==> config.mk <==
export PLATFORM = sky130hd
export DESIGN_NAME = fetch_stage
export DESIGN_NICKNAME = d
export VERILOG_FILES = /design/src/rtl/fetch_stage_pkg.sv /design/src/rtl/fetch_stage_if_id_reg.sv /design/src/rtl/fetch_stage.sv
export SDC_FILE = /design/constraint.sdc
export NUM_CORES = 1
export LEC_CHECK = 0
export CAP_MARGIN = 0
export CORE_MARGIN = 3
export CORE_UTILIZATION = 30
export CTS_CLUSTER_DIAMETER = 40
export DETAILED_ROUTE_END_ITERATION = 12
export HOLD_SLACK_MARGIN = 0.08
export PLACE_DENSITY = 0.72
export SLEW_MARGIN = 0
export SYNTH_ARGS = -nofsm -noshare
export SYNTH_HDL_FRONTEND = slang
export SYNTH_HIERARCHICAL = 1
export SYNTH_SLANG_ARGS = --single-unit
==> constraint.sdc <==
create_clock -name clk -period 5.6 [get_ports clk]
set_input_delay 0.56 -clock clk [delete_from_list [all_inputs] [get_ports clk]]
set_output_delay 0.56 -clock clk [all_outputs]
set_load 0.01 [all_outputs]
==> src/rtl/fetch_stage_pkg.sv <==
// Shared constants and next-PC select encoding for the fetch stage.
// Imported by fetch_stage and if_id_reg.
package fetch_stage_pkg;

  localparam logic [31:0] NOP_INSTR    = 32'h0000_0000;
  localparam logic [31:0] RESET_VECTOR = 32'h0000_0000;
  localparam logic [31:0] PC_INCR      = 32'd4;

  typedef enum logic [1:0] {
    NPC_SEL_PC4    = 2'd0,
    NPC_SEL_HOLD   = 2'd1,
    NPC_SEL_BRANCH = 2'd2,
    NPC_SEL_JUMP   = 2'd3
  } npc_sel_t;

  function automatic logic [31:0] word_align(input logic [31:0] addr);
    return {addr[31:2], 2'b00};
  endfunction

endpackage

==> src/rtl/fetch_stage_if_id_reg.sv <==
// IF/ID pipeline register: flush > squash > stall > load.
// Latency: 1 cycle. Backpressure: stall holds every field.
// Squashed slots keep the old pc4 so only instr/valid change.
module if_id_reg
  import fetch_stage_pkg::*;
(
  input  logic        clk,
  input  logic        rst,
  input  logic        stall,
  input  logic        flush,
  input  logic        squash,
  input  logic [31:0] instr,
  input  logic [31:0] pc4,
  output logic [31:0] id_instr,
  output logic [31:0] id_pc4,
  output logic        id_valid
);

  always_ff @(posedge clk) begin
    if (rst) begin
      id_instr <= NOP_INSTR;
      id_pc4   <= 32'h0000_0000;
      id_valid <= 1'b0;
    end else if (flush || squash) begin
      // flush and squash differ only in priority, not in effect
      id_instr <= NOP_INSTR;
      id_valid <= 1'b0;
    end else if (!stall) begin
      id_instr <= instr;
      id_pc4   <= pc4;
      id_valid <= 1'b1;
    end
  end

endmodule

==> src/rtl/fetch_stage.sv <==
// Instruction fetch: next-PC select, IF/ID register, sticky misalign flag.
// Latency: 1 cycle instr_in -> id_instr. Backpressure: stall holds PC and IF/ID; redirects override stall.
// BRANCH_DELAY_SLOT_EN: redirects keep the IF instruction as a delay slot instead of squashing it.
module fetch_stage
  import fetch_stage_pkg::*;
(
  input  logic        clk,
  input  logic        rst,
  input  logic [31:0] pc,
  input  logic [31:0] instr_in,
  input  logic        stall,
  input  logic        branch_taken,
  input  logic [31:0] branch_target,
  input  logic        jump,
  input  logic [31:0] jump_target,
  input  logic        flush,
  output logic [31:0] next_pc,
  output logic [31:0] id_instr,
  output logic [31:0] id_pc4,
  output logic        id_valid,
  output logic        misalign_err
);

  logic [31:0] pc4;
  logic [31:0] raw_target;
  logic        redirect;
  logic        squash;
  logic        if_stall;
  npc_sel_t    sel;

  assign pc4      = pc + PC_INCR;
  assign redirect = jump | branch_taken;

  always_comb begin
    sel = NPC_SEL_PC4;
    if (jump)              sel = NPC_SEL_JUMP;
    else if (branch_taken) sel = NPC_SEL_BRANCH;
    else if (stall)        sel = NPC_SEL_HOLD;
  end

  assign raw_target = (sel == NPC_SEL_JUMP) ? jump_target : branch_target;

  always_comb begin
    next_pc = pc4;
    if (rst) begin
      next_pc = RESET_VECTOR;
    end else begin
      case (sel)
        NPC_SEL_JUMP,
        NPC_SEL_BRANCH: next_pc = word_align(raw_target);
        NPC_SEL_HOLD:   next_pc = pc;
        default:        next_pc = pc4;
      endcase
    end
  end

`ifdef BRANCH_DELAY_SLOT_EN
  // PC moves on a redirect, so the delay slot must load even under stall
  assign squash   = 1'b0;
  assign if_stall = stall & ~redirect;
`else
  assign squash   = redirect;
  assign if_stall = stall;
`endif

  if_id_reg u_if_id_reg (
    .clk      (clk),
    .rst      (rst),
    .stall    (if_stall),
    .flush    (flush),
    .squash   (squash),
    .instr    (instr_in),
    .pc4      (pc4),
    .id_instr (id_instr),
    .id_pc4   (id_pc4),
    .id_valid (id_valid)
  );

  always_ff @(posedge clk) begin
    if (rst)
      misalign_err <= 1'b0;
    else if (redirect && (raw_target[1:0] != 2'b00))
      misalign_err <= 1'b1;
  end

endmodule

==> impl_metrics.ini <==
[outcome]
outcome = complete, no violations

[critical_path]
r2r-end = u_if_id_reg/id_pc4[29]$_SDFFE_PP0P_
critical_path.startpoint_type = primary input
critPathLaunch = pc[2]
r2r_cells = 2
cp_max_fo = 15
worst_ep_arrival_time_ns = 3.63
cp_data_required_time_ns = 5.04
crit_end = next_pc[26]
timing.critical_path.to_type = output pin
regToRegSetupSlack_ns = 4.92
timing.rr.start = u_if_id_reg/id_pc4[29]$_SDFFE_PP0P_
critPathKind = primary input to output pin

[global_routing]
grt_start_max_net_pins = 67
gr_util_all_layers = 0.1832
grt_first_pass_wirelength_um = 24440
vias_in_the_first_global_route = 4622
gr-total-overflow = 0
grt_antenna_before_repair = 0

[timing]
maximum_clock_frequency_mhz = 238.7
final.setup.tns_ns = 0
final_min_period_ns = 4.189
fin_skew_ns = 0
finalHoldViolCount = 0
postLayoutSetupSlackWorst_ns = 1.411
worstMarginPinSlew_ns = 1.073
relative_slew_margins = 0.2844
whs_ns = 0.4629
setup_viol = 0
timing.final.max_slew_violations = 0
layout_worst_path_cycle_share = 0.7480
grt_setup_unrepaired = false

[power_and_ir_drop]
powerDensity_nw_per_um2 = 187.7
leakagePower_nw = 2.678
vdd_ir_drop_max_mv = 0.09766

[routing]
detail_route.vias_per_cell = 5.224
postRouteAntennaNets = 0
route.detailed.drc = 0
dr.max_layer_used = met5
postRouteWirelength_um = 16000
first_pass_iters = 4
detailed_routing_wirelength_on_met1_um = 7646
via_count = 5057
wl_met2_um = 6906
number_of_violations_reported_at_the_end_of_detailed_routing_iteration_0 = 269
met3WireLength_um = 1282
post_dr_wirelength_cell_um = 16.53

[final_layout]
antenna_cells = 0
filler_cell_count = 1477
area_delta_synth_final_pct = 55.63
num-nets-final = 916
final_layout_size_suffix_gt1_frac = 0.04847
fin_area_sq_um = 7127
layout.area.seq_sq_um = 1321
multi_input_area_sq_um = 2779

[synth]
postSynthCellCount = 591
number_of_nets_in_the_synthesized_netlist = 726
netlist.top_cell.by_area = sky130_fd_sc_hd__dfxtp_1
synthesis.area_per_instance_sq_um = 7.749
synthesis.area_sq_um = 4579
post_synth_num_cell_types = 41
yosysMostFrequentCell = sky130_fd_sc_hd__nor2_1
yosys-top-cells-area = sky130_fd_sc_hd__dfxtp_1, sky130_fd_sc_hd__mux2i_1, sky130_fd_sc_hd__or4b_1
ys_seq_elements = 66
synth_ff_type = sky130_fd_sc_hd__dfxtp_1
synth.cells.most_frequent = sky130_fd_sc_hd__nor2_1, sky130_fd_sc_hd__dfxtp_1, sky130_fd_sc_hd__a21oi_1
yosys_warning_total = 6
async_reset_ff_frac = 0
sequential_to_total_area_share_from_yosys_stat = 0.2885
synth.top_cell.area_share = 0.2885
synth_enable_flop_cells = 0

[clocking]
clk_transition_reported_paths_ns = 0.05
htreeDepth = 3
cts_hold_repair.buffers = 0
clock-sinks = 66
clock_insertion_delay_worst_skew_ns = 0.32
post_cts_buffers = 0
clock_path_buffers = 2
cts_buffers = 9
tritoncts = built
ctsRootBufferMaster = sky130_fd_sc_hd__clkbuf_16
ctsResizeCount = 0

[floorplanning]
core_area_sq_um = 14750
initial_core_util = 0.3104
die_area_sq_um = 16780
chipHeight_um = 129.6
ios = 232
dieWidth_um = 129.6
rows = 44

[placement]
postPlaceCellArea_sq_um = 6853
preCtsSetupSlack_ns = 1.415
gp_congestion = 0.8441
half_perimeter_wire_length_of_the_detailed_placement_result_um = 12220
portBuffers = 231

[min_path]
holdCritPathClass = register to register
worstHoldStart = u_if_id_reg/id_valid$_SDFFE_PP0N_
timing.hold.worst_path_depth = 2

[run]
drv.max_cap_violation_count = 0
==> layout by cell type, fill, tap and decap left out, drive strengths merged, types with 2 or more instances in the layout <==
cell and n:
clkdlybuf4s50 226, nor2 70, dfxtp 66, a21oi 55
inv 44, o31ai 36, nand2 34, mux2i 33
or4b 32, a221o 15, buf 14, a221oi 13
a31oi 11, or3 10, clkbuf 10, o21ai 9
xnor2 9, a211oi 9, nand4 9, and4 8
nand3 8, or2 8, nor3 8, a21o 8
o31a 7, xor2 6, and2 4, or4 4
and3 3, nor4 3, clkinv 3, nor3b 2
==> sequential cells by signal, summed over array words and instances (netlist names) <==
register              flops
misalign_err              1
u_if_id_reg/id_instr     32
u_if_id_reg/id_valid      1
u_if_id_reg/id_pc4       32
==> routing by layer <==
layer,vias to the layer above,track usage
met3,9,0.04988
met1,2309,0.2546
met2,194,0.2823
met5,-,0
li1,2543,-
met4,2,0.04584
==> cell type report <==
| cell class | count | share of cell area |
|---|---|---|
| multi-input combinational | 420 | 0.3899 |
| timing repair buffer | 240 | 0.3308 |
| sequential | 66 | 0.1854 |
| tap | 184 | 0.03230 |
| clock buffer | 10 | 0.03213 |
| inverter | 44 | 0.02317 |
| clock inverter | 4 | 0.006320 |
==> worst max-delay path: stages <==
cell and delay [ns]:
sky130_fd_sc_hd__clkdlybuf4s50_1 0.59, sky130_fd_sc_hd__ha_1 0.23, sky130_fd_sc_hd__and4_1 0.30, sky130_fd_sc_hd__nand4_1 0.51
sky130_fd_sc_hd__or4_1 0.69, sky130_fd_sc_hd__a31oi_1 0.17, sky130_fd_sc_hd__clkdlybuf4s50_1 0.56
==> worst min-delay path by stage <==
| stage | to | slack [ns] |
|---|---|---|
| 2_1_floorplan | u_if_id_reg/id_valid$_SDFFE_PP0N_ | 0.47 |
| 3_3_place_gp | u_if_id_reg/id_valid$_SDFFE_PP0N_ | 0.44 |
| 3_5_place_dp | u_if_id_reg/id_pc4[12]$_SDFFE_PP0P_ | 0.46 |
| 4_1_cts | u_if_id_reg/id_pc4[12]$_SDFFE_PP0P_ | 0.47 |
| 5_1_grt | u_if_id_reg/id_valid$_SDFFE_PP0N_ | 0.49 |
| 6_report | u_if_id_reg/id_valid$_SDFFE_PP0N_ | 0.46 |
==> cells by family (layout without fill, tap and decap cells) <==
group,after synthesis,in the layout,synth area share
AOI/OAI and AO/OA,167,167,0.2503
adders and majority gates,1,1,0.002732
DFF,66,66,0.2885
xor gates and xnor gates,15,15,0.02869
and+or+nand+nor,204,204,0.2530
buffers and inverters,105,298,0.1046
muxes,33,33,0.07213
==> stage by stage <==
step	util	std cells	total power, W
finish	0.4830	968	0.001338
global route	0.4830	968	0.001404
CTS	0.4830	968	0.001357
detailed placement	0.4645	954	0.0008263
global placement	0.4645	954	0.0008254
floorplan	-	591	0.0006468
==> power by group <==
part / switching [W] / internal, W
clock network: 0.000186 / 0.000337
registers: 0.00000386 / 0.000478
logic: 0.000155 / 0.000179
(Power assumes the default switching activity.)
